--- src/rtl/nprime0_calc_pkg.sv ---
// Shared word width and FSM encoding for the n'0 (negated inverse of n0) generator.
package nprime0_calc_pkg;

  localparam int DATA_WIDTH = 32;
  localparam int IDX_WIDTH  = $clog2(DATA_WIDTH);

  typedef enum logic [2:0] {
    S_IDLE  = 3'd0,
    S_ITER  = 3'd1,
    S_NEG   = 3'd2,
    S_WRITE = 3'd3,
    S_FIN   = 3'd4
  } state_e;

endpackage

--- src/rtl/nprime0_calc_if.sv ---
// Request/completion handshake plus the write port of the one-word n'0 memory.
interface nprime0_calc_if;
  import nprime0_calc_pkg::*;

  logic                  start;
  logic [DATA_WIDTH-1:0] n0;
  logic                  busy;
  logic                  done;
  logic                  err;
  logic [DATA_WIDTH-1:0] nprime;
  logic                  mem_address;
  logic [DATA_WIDTH-1:0] mem_data;
  logic                  mem_wren;

  modport master (
    output start, n0,
    input  busy, done, err, nprime, mem_address, mem_data, mem_wren
  );

  modport slave (
    input  start, n0,
    output busy, done, err, nprime, mem_address, mem_data, mem_wren
  );
endinterface

--- src/rtl/nprime0_calc.sv ---
// Bit-serial computation of n'0 = -(n0^-1) mod 2^DATA_WIDTH, written once into the n'0 memory.
module nprime0_calc
  import nprime0_calc_pkg::*;
(
  input  logic           clock,
  input  logic           reset_n,
  nprime0_calc_if.slave  bus
);

  localparam logic [IDX_WIDTH-1:0]  LAST_IDX = IDX_WIDTH'(DATA_WIDTH - 1);
  localparam logic [DATA_WIDTH-1:0] ONE      = DATA_WIDTH'(1);

  state_e                state_q, state_d;
  logic [DATA_WIDTH-1:0] n0_q, n0_d;
  logic [DATA_WIDTH-1:0] y_q, y_d;
  logic [DATA_WIDTH-1:0] t_q, t_d;
  logic [IDX_WIDTH-1:0]  i_q, i_d;
  logic                  busy_q, busy_d;
  logic                  done_q, done_d;
  logic                  err_q, err_d;
  logic [DATA_WIDTH-1:0] nprime_q, nprime_d;
  logic [DATA_WIDTH-1:0] mem_data_q, mem_data_d;
  logic                  mem_wren_q, mem_wren_d;

  always_comb begin
    // NOTE: every _d gets a default before the case so no path leaves one unassigned (no latch).
    state_d    = state_q;
    n0_d       = n0_q;
    y_d        = y_q;
    t_d        = t_q;
    i_d        = i_q;
    busy_d     = busy_q;
    done_d     = 1'b0;
    err_d      = err_q;
    nprime_d   = nprime_q;
    mem_data_d = mem_data_q;
    mem_wren_d = 1'b0;

    unique case (state_q)
      S_IDLE: begin
        busy_d = 1'b0;
        if (bus.start) begin
          busy_d = 1'b1;
          if (bus.n0[0]) begin
            n0_d    = bus.n0;
            y_d     = ONE;
            t_d     = bus.n0;
            i_d     = IDX_WIDTH'(1);
            err_d   = 1'b0;
            state_d = S_ITER;
          end else begin
            // Even n0 has no inverse: report straight away, skip the write.
            err_d   = 1'b1;
            done_d  = 1'b1;
            state_d = S_FIN;
          end
        end
      end

      S_ITER: begin
        // t tracks n0*y; clearing bit i of (t - 1) fixes bit i of y.
        if (t_q[i_q]) begin
          y_d[i_q] = 1'b1;
          t_d      = t_q + (n0_q << i_q);
        end
        i_d = i_q + IDX_WIDTH'(1);
        if (i_q == LAST_IDX) state_d = S_NEG;
      end

      S_NEG: begin
        nprime_d   = (~y_q) + ONE;
        mem_data_d = (~y_q) + ONE;
        mem_wren_d = 1'b1;
        state_d    = S_WRITE;
      end

      S_WRITE: begin
        done_d  = 1'b1;
        state_d = S_FIN;
      end

      S_FIN: begin
        busy_d  = 1'b0;
        state_d = S_IDLE;
      end

      default: state_d = S_IDLE;
    endcase
  end

  // NOTE: sequential state uses non-blocking assignments so all flops update from pre-edge values.
  always_ff @(posedge clock or negedge reset_n) begin
    if (!reset_n) begin
      state_q    <= S_IDLE;
      n0_q       <= '0;
      y_q        <= '0;
      t_q        <= '0;
      i_q        <= '0;
      busy_q     <= 1'b0;
      done_q     <= 1'b0;
      err_q      <= 1'b0;
      nprime_q   <= '0;
      mem_data_q <= '0;
      mem_wren_q <= 1'b0;
    end else begin
      state_q    <= state_d;
      n0_q       <= n0_d;
      y_q        <= y_d;
      t_q        <= t_d;
      i_q        <= i_d;
      busy_q     <= busy_d;
      done_q     <= done_d;
      err_q      <= err_d;
      nprime_q   <= nprime_d;
      mem_data_q <= mem_data_d;
      mem_wren_q <= mem_wren_d;
    end
  end

  assign bus.busy        = busy_q;
  assign bus.done        = done_q;
  assign bus.err         = err_q;
  assign bus.nprime      = nprime_q;
  assign bus.mem_address = 1'b0;
  assign bus.mem_data    = mem_data_q;
  assign bus.mem_wren    = mem_wren_q;

endmodule

--- src/flat_wrapper.sv ---
// flat-port wrapper written by rule: the top's interface ports become plain ports
module nprime0_calc_flat import nprime0_calc_pkg::*;
  (clock, reset_n, bus_start, bus_n0, bus_busy, bus_done, bus_err, bus_nprime, bus_mem_address, bus_mem_data, bus_mem_wren);
  nprime0_calc_if bus_i ();
  input  logic clock;
  input  logic reset_n;
  input wire logic [$bits(bus_i.start)-1:0] bus_start;
  input wire logic [$bits(bus_i.n0)-1:0] bus_n0;
  output wire logic [$bits(bus_i.busy)-1:0] bus_busy;
  output wire logic [$bits(bus_i.done)-1:0] bus_done;
  output wire logic [$bits(bus_i.err)-1:0] bus_err;
  output wire logic [$bits(bus_i.nprime)-1:0] bus_nprime;
  output wire logic [$bits(bus_i.mem_address)-1:0] bus_mem_address;
  output wire logic [$bits(bus_i.mem_data)-1:0] bus_mem_data;
  output wire logic [$bits(bus_i.mem_wren)-1:0] bus_mem_wren;
  assign bus_i.start = bus_start;
  assign bus_i.n0 = bus_n0;
  assign bus_busy = bus_i.busy;
  assign bus_done = bus_i.done;
  assign bus_err = bus_i.err;
  assign bus_nprime = bus_i.nprime;
  assign bus_mem_address = bus_i.mem_address;
  assign bus_mem_data = bus_i.mem_data;
  assign bus_mem_wren = bus_i.mem_wren;
  nprime0_calc u_core (.clock(clock), .reset_n(reset_n), .bus(bus_i));
endmodule
--- config.mk ---
export PLATFORM = sky130hd
export DESIGN_NAME = nprime0_calc_flat
export DESIGN_NICKNAME = d
export VERILOG_FILES = /design/src/rtl/nprime0_calc_pkg.sv /design/src/rtl/nprime0_calc_if.sv /design/src/rtl/nprime0_calc.sv /design/src/flat_wrapper.sv
export SDC_FILE = /design/constraint.sdc
export NUM_CORES = 1
export LEC_CHECK = 0
export ABC_AREA = 1
export CELL_PAD_IN_SITES_DETAIL_PLACEMENT = 1
export CELL_PAD_IN_SITES_GLOBAL_PLACEMENT = 1
export CORE_ASPECT_RATIO = 0.8
export CORE_MARGIN = 5
export CORE_UTILIZATION = 43
export CTS_BUF_LIST = sky130_fd_sc_hd__clkbuf_2
export CTS_CLUSTER_SIZE = 40
export DETAILED_ROUTE_END_ITERATION = 8
export PLACE_DENSITY = 0.89
export SETUP_SLACK_MARGIN = 0.3
export SYNTH_ARGS = -nofsm -noshare
export SYNTH_HDL_FRONTEND = slang
export SYNTH_SLANG_ARGS = --single-unit
--- constraint.sdc ---
create_clock -name clock -period 4.3 [get_ports clock]
set_input_delay 0.86 -clock clock [delete_from_list [all_inputs] [get_ports clock]]
set_output_delay 0.86 -clock clock [all_outputs]
set_load 0.05 [all_outputs]
==> run summary <==
The via count of the first global-routing pass came out at 11,000. Clock skew on the completed layout was measured at 64.1 ps. The post-synthesis share of cell area spent on and, or, nand and nor gates was 0.335. Summed over all instances, the cell type with the most area after synthesis is sky130_fd_sc_hd__dfrtp_1.

The critical path's largest stage delay came out at 580 ps. The max-slew headroom at the worst pin came out at 0.235. The sequential cell area fraction in the yosys report was 0.338; the worst reg2reg path depth was 19. Post-placement cell count: 1,923. The worst register-to-register path begins at u_core.i_q[2]$_DFFE_PN0P_.

The share of synthesized area spent on multiplexers was 0.00580. The tools report the global-route usage over all layers as 0.292. STA classifies the critical path startpoint as a flip-flop. The tree built by TritonCTS fans out to 140 sinks.

Leading cell type by number of instances after synthesis: sky130_fd_sc_hd__nand2_1. The type of the worst setup path was reg2reg. The synthesized design contains 140 register bits. The run gives 0.932 as the final weighted congestion in routability-driven placement.

The average wire per standard cell was 20.6 um. For the core box area, the log shows 23,600 sq um. CTS built an H-tree with a depth of 4. The final wirelength was 40.2 mm; the instance count on the critical path was 19.

STA puts the critical path data arrival time at 4540 ps. Using the TritonRoute via totals, the vias-per-cell ratio works out to 5.65. The worst path in the final design needs a cycle of 3820 ps, including I/O delays and setup.

On the final layout, the worst hold slack is 74.1 ps. The area share of the largest cell type after synthesis was 0.338. The flow ran to the end, and the final reports show no timing, DRC or antenna violations. The worst hold path belongs to the class in2async.

For the worst-skew pair, the clock arrives at the later sink with an insertion delay of 820 ps. TritonCTS built the clock tree. Data on the critical path is required at its endpoint by 5020 ps. The die width is 184 um.

The post-synthesis cell area came out at 10,400 sq um. The count of antenna-violating nets left after detailed routing was 0; the total area of multi-input combinational cells was 5790 sq um. The synthesized-area fraction occupied by ao, oa, aoi and oai cells was 0.145; the share of flip-flops with an asynchronous set or reset was 1.00.

Traced cell by cell, the critical path runs through inv_2 > buf_4 > nor2_4 > clkinvlp_4 > o21ai_0 > a21oi_1 > o21ai_0 > ha_1 > nand2_1 > inv_1 > nand2_1 > nand2_1 > a21oi_1 > nand2_1 > a21oi_1 > nand3_1 > nand3_1 > nand2_1 > nand2_1. By count the netlist is led by sky130_fd_sc_hd__nand2_1, sky130_fd_sc_hd__nor2_1, sky130_fd_sc_hd__dfrtp_1. For this run, the top clock speed supported by timing is 0.262 GHz. The die boundary height was 149 um. The mean cell area of the mapped netlist was 6.58 sq um. CTS placed an instance of sky130_fd_sc_hd__clkbuf_2 at the clock tree root. The first TritonRoute pass finished after 5 iterations. The run gives 0 as the max-slew violation total from the final report.

For this run, the number of Yosys warnings is 0. The logs give 0 for the number of hold violations in the final report and 27,300 sq um for the die outline area. Summed over all nets, the half-perimeter wirelength after detailed placement is 30.3 mm. The largest fanout on the critical path was 17. For this design the top-level I/O count stands at 104. The number of standard cells in the layout, taps in and fillers out is 1,955. For this run, design rule violations remaining after detail routing come to 0. At the pin with the least slew margin, the transition time is 1140 ps.

The most used flip-flop cell after synthesis was sky130_fd_sc_hd__dfrtp_1. The initial antenna violation count was 1; the placement-stage cell area was 11,500 sq um. The number of buffers and inverters on the critical path is 4. By area, the combinational part of the netlist is dominated by simple AND/OR/NAND/NOR gates.

The most critical setup path has its startpoint at u_core.i_q[2]$_DFFE_PN0P_. For this design, the slowest cell found on the critical path is sky130_fd_sc_hd__dfrtp_2. The count of buffers added on input and output ports is 102. The post-synthesis share of cell area spent on full adders, half adders and majority gates came out at 0.0466.

The run gives 62.7 mm as the first-pass GRT wire length. No sink is reached through more buffers than the 2 on the longest clock path. Max-cap violations in this run came to 0. The run gives 11,100 as the overall via count from detail_route. The sequential cells in the finished layout cover a total of 3510 sq um. Entering global routing, the biggest net connects 90 pins. The layout cell share with drive strength beyond 1 was 0.0518; the synthesized net count was 1,648. The number of distinct standard cells referenced by the synthesized netlist was 45; the total grt overflow was 0.

In this design, the largest share of critical-path delay is due to compound AO/OA/AOI/OAI gates. After clock tree synthesis, the clock-pin slew on the worst setup and hold paths is 220 ps. The tools report the initial core utilization as 0.439. Setup violations remaining at the end of the flow were counted as 0.

The count of routing violations after the opening detailed-route iteration was 949. The number of enable flip-flop cells after synthesis came out at 0. The tools report the sort of element at the end of the critical path as a flip-flop.

The final worst-path cycle share works out to 0.889. In this run, CTS created clock tree buffers numbering 17. The area share of xor/xnor cells in the synthesized design came out at 0.0237. The logs give 1,703 for the total number of nets in the final design and 11,700 sq um for the area of all placed cells without fillers. In this run the core area contains 50 standard-cell rows. Setup repair after global routing could not meet its margin everywhere. Sorting the synthesized cells by area gives the leading types as sky130_fd_sc_hd__dfrtp_1, sky130_fd_sc_hd__nand2_1, sky130_fd_sc_hd__nand3_1. Counting the fill cells in the layout gives 3,170. By instance count, the cell type seen most on the critical path is sky130_fd_sc_hd__nand2_1.

For the aggregate negative setup slack, the log shows 0 ps. The synthesis-to-layout area growth was 12.9%; the post-synthesis cell count was 1,575.
[through the flow]
stage | setup slack (ps) | utilization
global placement | -71.1 | 0.486
CTS | 392 | 0.495
finish | 477 | 0.496
detailed placement | 31.0 | 0.486
floorplan | 1230 | -
global route | 287 | 0.496
[metal layers]
layer,vias up,track usage,routed length (um)
li1,5190,-,-
met1,5443,0.427,19300
met2,370,0.439,17300
met3,47,0.0583,2830
met4,0,0.0804,854
met5,-,0,0
[cell families (layout without fill, tap and decap cells)]
logic type,after synthesis,in the layout
mux,6,6
fa+ha+maj,38,38
simple gates,852,852
flops,140,140
other cells,1,2
xor+xnor,28,28
compound gates,276,276
buf+inv,234,301
[final timing paths]
path	to	slack, ps
max	u_core.t_q[31]$_DFFE_PN0P_	480
min	u_core.bus.nprime[9]$_DFFE_PN0P_	70
min in group clock	u_core.bus.err$_DFFE_PN0P_	530
max reg2reg	u_core.t_q[31]$_DFFE_PN0P_	480
min reg2reg	u_core.bus.err$_DFFE_PN0P_	530
max in group asynchronous	u_core.n0_q[18]$_DFFE_PN0P_	3320
[cell type report]
class,instances,area share
diodes,1,0.000214
clock buffers,18,0.00770
clock inverters,13,0.0108
inverters,140,0.0454
multi-input cells,1201,0.494
flip-flops and latches,140,0.300
well taps,312,0.0334
repair buffers,130,0.109
[state kept, by name, indices dropped and copies added (netlist names)]
name                 count
u_core.bus.done          1
u_core.y_q              32
u_core.state_q           3
u_core.bus.err           1
u_core.bus.nprime       32
u_core.i_q               5
u_core.bus.mem_wren      1
u_core.bus.busy          1
u_core.t_q              32
u_core.n0_q             32
[placed cells by master (no fill, tap or decap), types with 3 or more instances in the layout]
cell type,count
sky130_fd_sc_hd__nor4_1,4
sky130_fd_sc_hd__xor2_1,18
sky130_fd_sc_hd__clkinv_2,3
sky130_fd_sc_hd__xnor2_1,10
sky130_fd_sc_hd__ha_1,37
sky130_fd_sc_hd__inv_1,129
sky130_fd_sc_hd__nand4_1,7
sky130_fd_sc_hd__dfrtp_1,138
sky130_fd_sc_hd__clkinvlp_4,4
sky130_fd_sc_hd__clkbuf_2,18
sky130_fd_sc_hd__a32oi_1,3
sky130_fd_sc_hd__o21bai_1,6
sky130_fd_sc_hd__buf_4,25
sky130_fd_sc_hd__o21ai_0,124
sky130_fd_sc_hd__nor3_1,13
sky130_fd_sc_hd__a21o_1,3
sky130_fd_sc_hd__nand2_1,510
sky130_fd_sc_hd__clkdlybuf4s50_1,101
sky130_fd_sc_hd__clkinv_1,7
sky130_fd_sc_hd__o211ai_1,12
sky130_fd_sc_hd__o21ai_1,13
sky130_fd_sc_hd__a31oi_1,9
sky130_fd_sc_hd__a21oi_1,86
sky130_fd_sc_hd__a22oi_1,3
sky130_fd_sc_hd__buf_12,3
sky130_fd_sc_hd__nand3_1,138
sky130_fd_sc_hd__or2_2,4
sky130_fd_sc_hd__nand2_2,4
sky130_fd_sc_hd__o22ai_1,10
sky130_fd_sc_hd__inv_2,5
sky130_fd_sc_hd__mux2i_1,6
sky130_fd_sc_hd__nor2_1,161
sky130_fd_sc_hd__nor2_4,4
[repair_timing]
action	CTS	global route
buffers inserted	0	0
hold buffers	0	0
setup endpoints to repair	6	14
resized for setup	2	5
Power is not shown: default switching activity piles up to over one toggle a cycle in this logic, so the estimate is an artifact.
